===== config.mk =====
export PLATFORM = sky130hd
export DESIGN_NAME = arb4_mux_ctrl
export DESIGN_NICKNAME = d
export VERILOG_FILES = /design/src/rtl/arb4_mux_ctrl.sv
export SDC_FILE = /design/constraint.sdc
export NUM_CORES = 1
export LEC_CHECK = 0
export ABC_AREA = 1
export ABC_CLOCK_PERIOD_IN_PS = 3200
export CORE_MARGIN = 5
export CORE_UTILIZATION = 41
export CTS_CLUSTER_SIZE = 12
export DETAILED_ROUTE_END_ITERATION = 12
export GPL_TIMING_DRIVEN = 1
export PLACE_DENSITY = 0.78
export SKIP_CTS_REPAIR_TIMING = 1
export SLEW_MARGIN = 30
export SYNTH_ARGS = -nofsm -noshare
export SYNTH_HDL_FRONTEND = slang
export SYNTH_SLANG_ARGS = --single-unit

===== constraint.sdc =====
create_clock -name clk -period 3.2 [get_ports clk]
set_input_delay 0.32 -clock clk [delete_from_list [all_inputs] [get_ports clk]]
set_output_delay 0.32 -clock clk [all_outputs]
set_load 0.01 [all_outputs]

===== src/rtl/arb4_mux_ctrl.sv =====
// arb4_mux_ctrl: round-robin arbiter over four valid/grant requesters, driving a 4:1 word
// select into a registered valid/ready output stage. Rev 1.0
`default_nettype none

module arb4_mux_ctrl #(
  parameter int WIDTH = 8
) (
  input  logic             clk,
  input  logic             rst,
  input  logic [3:0]       req,
  input  logic [3:0]       lock,
  input  logic [WIDTH-1:0] data0,
  input  logic [WIDTH-1:0] data1,
  input  logic [WIDTH-1:0] data2,
  input  logic [WIDTH-1:0] data3,
  output logic [3:0]       gnt,
  output logic [1:0]       sel,
  output logic             out_valid,
  output logic [WIDTH-1:0] out_data,
  input  logic             out_ready
);

  typedef enum logic {
    S_EMPTY = 1'b0,
    S_FULL  = 1'b1
  } state_t;

  state_t           state_q;
  logic [1:0]       ptr_q;
  logic [1:0]       ptr_d;
  logic [1:0]       sel_q;
  logic [WIDTH-1:0] data_q;
  logic [WIDTH-1:0] data_d;

  logic [1:0] win;
  logic [1:0] idx;
  logic       found;
  logic       load;
  logic       grant_en;

  // First requester at or after the pointer, scanning modulo 4.
  always_comb begin
    win   = ptr_q;
    idx   = ptr_q;
    found = 1'b0;
    for (int k = 0; k < 4; k++) begin
      idx = ptr_q + 2'(k);
      if (!found && req[idx]) begin
        win   = idx;
        found = 1'b1;
      end
    end
  end

  assign load     = (state_q == S_EMPTY) || out_ready;
  assign grant_en = load && (|req) && !rst;
  assign gnt      = grant_en ? (4'b0001 << win) : 4'b0000;

  always_comb begin
    data_d = data0;
    case (win)
      2'd0:    data_d = data0;
      2'd1:    data_d = data1;
      2'd2:    data_d = data2;
      default: data_d = data3;
    endcase
  end

  // A locked winner keeps top priority for its next word.
  assign ptr_d = lock[win] ? win : win + 2'd1;

  always_ff @(posedge clk) begin
    if (rst) begin
      state_q <= S_EMPTY;
      ptr_q   <= 2'd0;
      sel_q   <= 2'd0;
      data_q  <= '0;
    end else if (grant_en) begin
      state_q <= S_FULL;
      ptr_q   <= ptr_d;
      sel_q   <= win;
      data_q  <= data_d;
    end else if (state_q == S_FULL && out_ready) begin
      state_q <= S_EMPTY;
    end
  end

  assign out_valid = (state_q == S_FULL);
  assign out_data  = data_q;
  assign sel       = sel_q;

endmodule

`default_nettype wire


# Yosys cells after proc, flatten, opt, wreduce, memory -nomap -nowiden
# Cells that the tools add are included.
[word_totals]
register_bits = 13
in_bits = 43
output_inout_bits = 15
[op_classes]
n_addsub = 4
magnitude_cmp = 5
n_eq_ne = 2
shifts = 1
mux = 21
bitwise_logic = 1
n_reduce_logical = 14
[op_table]
columns = ["operator", "n"]
rows = [
  ["$pmux 8 s3", 1],
  ["$lt 2x3->1 const B", 5],
  ["$bmux 1 s2", 5],
  ["$mux 1", 10],
  ["$mux 2", 4],
  ["$logic_and 1x1->1", 6],
  ["$add 2x1->2 const B", 2],
  ["$add 2x2->2 const B", 2],
  ["$logic_not 1->1", 4],
  ["$mux 4", 1],
  ["$reduce_or 4->1", 1],
  ["$shl 1x2->4 const A", 1],
  ["$eq 2x1->1 const B", 1],
  ["$eq 2x2->1 const B", 1],
  ["$logic_not 2->1", 1],
  ["$reduce_bool 2->1", 1],
  ["$logic_or 1x1->1", 1],
  ["$not 1->1", 1],
]

# Logic depth before layout (Yosys ltp)
# Gate-level depths: netlist (run 1).
[logic_depth]
depth_word = 15
ltp_mapped = 18
ltp_nobuf = 17

# Worst setup path before layout (run 1)
# No wires, ideal clock.
[synth_timing]
kind = "reg2reg"
start = "register ptr_q[0]"
end = "register data_q[5], in the netlist out_data[5]"
arrival_ps = 2159
t_required_ps = 3109
slack_ps = 950
stages_incl_launch_ff = 16
path_buffers = 3
path_cell_list = "dfxtp_1 > buf_6 > inv_6 > nand2_1 > nand2_1 > nand2_2 > nand2_4 > nor2_8 > nand3_4 > nand3_1 > nand2_4 > ha_1 > clkbuf_1 > clkbuf_1 > a31o_2 > a311oi_1"
[synth_between]
elab_chain_len = 14
word_cells_on_any_way = 27
classes_between = "add/sub (3); eq/ne (2); mux (15); reduce/logical (7)"
[synth_lines]
columns = ["element", "line_no", "rtl"]
rows = [
  ["from (decl)", "29", "logic [1:0] ptr_q;"],
  ["from (signal assigned)", "80", "ptr_q <= ptr_d;"],
  ["parallel branches: the longest is 11 deep, another holds $add 2x1->2", "--", ""],
  ["$mux 2 *", "48", "if (!found && req[idx]) begin"],
  ["via win[1]", "35", "logic [1:0] win;"],
  ["$eq 2x2->1 (tied with other cells)", "61", "case (win)"],
  ["$pmux 8 s3 *", "61", ""],
  ["to (signal assigned)", "82", "data_q <= data_d;"],
  ["to (decl)", "32", "logic [WIDTH-1:0] data_q;"],
]
# Mark *: on every way through the listed nets, which the timed path passes. The select of a mux whose other input is x is not followed.
# A chain may end at the register's enable or synchronous reset.

# Worst setup path in the final report (run 1)
[layout_timing]
start = "input req[1]"
end = "output gnt[0]"
[layout_between]
elab_chain_len = 14
word_cells_on_any_way = 25
classes_between = "shift (1); mux (15); reduce/logical (9)"
[layout_lines]
columns = ["element", "line_no", "rtl"]
rows = [
  ["from (decl)", "10", "input logic [3:0] req,"],
  ["$bmux 1 s2", "48", ""],
  ["$mux 1 (not written as such)", "48", ""],
  ["$mux 1", "48", ""],
  ["$logic_not 1->1", "48", ""],
  ["$logic_and 1x1->1", "48", ""],
  ["$mux 1", "48", ""],
  ["$logic_not 1->1", "48", ""],
  ["$logic_and 1x1->1", "48", ""],
  ["$mux 1", "48", ""],
  ["$logic_not 1->1", "48", ""],
  ["$logic_and 1x1->1", "48", ""],
  ["$mux 2 *", "48", ""],
  ["via win[1]", "35", ""],
  ["$shl 1x2->4 *", "57", "assign gnt = grant_en ? (4'b0001 << win) : 4'b0000;"],
  ["$mux 4 *", "57", ""],
  ["to (decl)", "16", "output logic [3:0] gnt,"],
]
# The timed path passes the listed nets; every way through them passes the cells marked *. The select of a mux whose other input is x is not followed.

==> results.py, run 1 <==
metrics = {
    "run_status": {
        "status": "complete, no violations",
    },
    "power": {
        "p_int_w": 0.001062,
        "p_leak_nw": 0.7820,
        "p_per_area_nw_per_um2": 1177,
        "irDropWorstVdd_mv": 1.329,
        "p_sw_w": 0.001112,
        "switching_share_pct": 51.15,
        "seq_power_share_pct": 12.9,
        "combinationalPowerShare_pct": 82.4,
        "pwr-share-clk_pct": 4.7,
    },
    "routing": {
        "totalWireLength_mm": 3.195,
        "ant_nets": 0,
        "vias_per_cell": 4.844,
        "drt-met1-wl_mm": 1.495,
        "drc_errors": 0,
        "wl_met2_mm": 1.374,
        "drtPass1Iterations": 4,
        "drt-wirelength-per-cell_um": 11.83,
        "highest_layer": "met4",
        "dr.first_iter.drc_count": 50,
        "routed-via-count": 1308,
        "wl_met3_um": 290,
    },
    "timing": {
        "fin_setup_tns_ns": 0,
        "hold_ws_ns": 0.4934,
        "relSlewSlack_pct": 62.57,
        "tightest_slew_ns": 0.5614,
        "period_minus_slack_ns": 2.938,
        "hold_viol_final": 0,
        "slew_viol_final": 0,
        "finClkSkew_ns": 0.008307,
        "fmaxAchievable_mhz": 340.3,
        "finalCritPeriodShare_pct": 91.82,
        "fin_ws_ns": 0.2618,
        "final-setup-viol-count": 0,
        "grt_setup_unrepaired": "no",
    },
    "critical_path": {
        "crit_family": "buffers and inverters",
        "cp_slowest_stage_delay_ns": 0.55,
        "worstPathArrival_ns": 2.62,
        "worstSetupStartpointType": "input pin",
        "cp.required_ns": 2.88,
        "timing.rr.end": "out_data[1]$_SDFFE_PP0P_",
        "cp-end-kind": "output port",
        "crit_top_cell": "nand2_1",
        "cp_slowest_cell": "clkdlybuf4s50_1",
        "r2r-start": "ptr_q[0]$_SDFFE_PP0P_",
        "critPathBufInv": 5,
        "r2r_slack_ns": 0.80,
        "worstPathCellList": "clkdlybuf4s50_1 > inv_1 > nand2_1 > nand2_4 > o21ai_2 > nor2_8 > nand2_1 > nand2_1 > nand3_1 > nand2_4 > inv_4 > ha_1 > inv_1 > nor2_1 > clkdlybuf4s50_1",
        "critPathMaxFanout": 5,
        "worstSetupPathType": "input pin to output port",
        "reg2regPathDepth": 15,
    },
    "synth": {
        "synth_commonest_cells": "65 x nand2_1, 15 x nor2_1, 14 x nand2_2",
        "synth.largest_area_cell": "dfxtp_1",
        "synthesis.area_sq_um": 1217,
        "ys_types": 27,
        "synth_edf_count": 0,
        "synth_top_area_share_pct": 21.38,
        "yosysMostFrequentCell": "nand2_1",
        "syn-num-nets": 230,
        "async_flop_share_pct": 0,
        "syn_inst": 182,
        "ys_warn_count": 0,
        "ys_seq_area_share_pct": 21.38,
        "ys_ff_latch": 13,
        "syn_avg_cell_area_sq_um": 6.689,
        "synth_area_leaders": "dfxtp_1 21%, nand2_1 20%, nand2_2 7.2%",
        "synthFlopType": "dfxtp_1",
    },
    "place": {
        "dp_hpwl_mm": 2.649,
        "gp_congestion": 0.7749,
        "port_buffers": 57,
        "place_ws_ns": 0.2588,
    },
    "die": {
        "dieHeight_um": 64.49,
        "num_rows": 19,
        "initial_core_util_pct": 43.40,
        "ios": 58,
        "die_area_sq_um": 4159,
        "core_sq_um": 2805,
        "die_w_um": 64.49,
    },
    "clock_tree": {
        "root_buffer": "clkbuf_4",
        "cts_buffers": 3,
        "htree_levels": 1,
        "cts_buffer_depth": 2,
        "cts_tree": "done",
        "clk_latency_ns": 0.27,
        "clock-sinks": 13,
        "cts.clk_slew.worst_paths_ns": 0.09,
    },
    "global_routing": {
        "grtUsageTotal_pct": 15.72,
        "grt_max_degree": 20,
        "antenna_found_initial": 0,
        "grt_pass1_wl_mm": 5.395,
        "grt_pass1_vias": 1229,
        "grt_remaining_overflow": 0,
    },
    "run": {
        "cap_violations": 0,
    },
    "min_path": {
        "holdPathStages": 2,
        "min_to": "out_data[0]$_SDFFE_PP0P_",
        "holdCritStartpoint": "out_data[0]$_SDFFE_PP0P_",
        "hp-class": "flip-flop to flip-flop",
    },
    "cells_and_area": {
        "area_growth_pct": 51.80,
        "post-route-util_pct": 65.88,
        "antenna_cells": 0,
        "drive_above_1_share_pct": 21.76,
        "nNetsFinal": 288,
    },
}
==> cell usage in the layout, fill, tap and decap left out, types with 2 or more instances in the layout <==
master and instances:
inv_4 2, ha_1 5, nand2_4 7, clkdlybuf4s50_1 57, inv_1 10, a311oi_1 8, nand3_1 7, buf_4 6
nand2_1 65, nand2_2 14, dfxtp_1 12, o21ai_0 4, o21ai_2 2, clkbuf_4 3, a31o_2 9, nor2_1 15
==> stage by stage <==
stage	cells	power, W	cell area [sq um]
after floorplan	182	0.001610	1217
after global placement	266	0.002064	1821
after detailed placement	266	0.002080	1821
after CTS	270	0.002192	1847
after global routing	270	0.002412	1848
final	270	0.002174	1848
==> worst min-delay path, cell delays in order, from the launching register on <==
cell and delay [ns]:
dfxtp_1 0.32, nor2_1 0.09, a311oi_1 0.04
==> metal layers <==
layer | GRT usage, % | vias to the layer above
met3 | 5.527 | 4
met1 | 20.86 | 562
met5 | 0 | -
met2 | 24.48 | 42
li1 | - | 700
met4 | 3.694 | 0
==> cell families (layout without fill, tap and decap cells) <==
| kind of cell | after synthesis | after routing | synth area share, % |
|---|---|---|---|
| AO/OA/AOI/OAI | 25 | 25 | 16.44 |
| buffers and inverters | 25 | 82 | 10.07 |
| AND/OR/NAND/NOR | 114 | 114 | 46.97 |
| flip-flops | 13 | 13 | 21.38 |
| adder cells (fa/ha/maj) | 5 | 5 | 5.139 |
==> final cells by class <==
cell class,count,area [sq um]
timing repair buffer,63,615.6
multi-input combinational,144,839.6
clock buffer,4,26.28
sequential,13,261.5
tap,31,38.79
inverter,15,66.31
fill,274,957.2
==> worst max-delay path by stage <==
stage / startpoint / depth (start not counted) / to
after floorplan: ptr_q[0]$_SDFFE_PP0P_ / 15 / out_data[5]$_SDFFE_PP0P_
after global placement: req[1] / 15 / gnt[0]
after detailed placement: req[1] / 15 / gnt[1]
after CTS: ptr_q[0]$_SDFFE_PP0P_ / 14 / gnt[0]
after global routing: ptr_q[0]$_SDFFE_PP0P_ / 16 / gnt[1]
final: req[1] / 15 / gnt[0]
==> state kept, by name (all words and copies together) (netlist names) <==
register	cells
out_data	8
ptr_q	2
sel	2
out_valid	1
==> power by group through the flow <==
stage | Sequential, W | Clock, W | Combinational, W
after CTS | 0.000280 | 0.000103 | 0.00181
after global routing | 0.000292 | 0.000114 | 0.00201
after global placement | 0.000280 | 0 | 0.00178
final | 0.000280 | 0.000102 | 0.00179
after detailed placement | 0.000283 | 0 | 0.00180
after floorplan | 0.000271 | 0 | 0.00134
(Power assumes the default switching activity.)
==> run 2, diff against run 1 <==
ABC_CLOCK_PERIOD_IN_PS = unset   (was 3200)
CTS_CLUSTER_DIAMETER = 60   (was unset)
==> results of run 2 <==
Same layout as run 1: the final DEF is identical, and so are final timing and power.
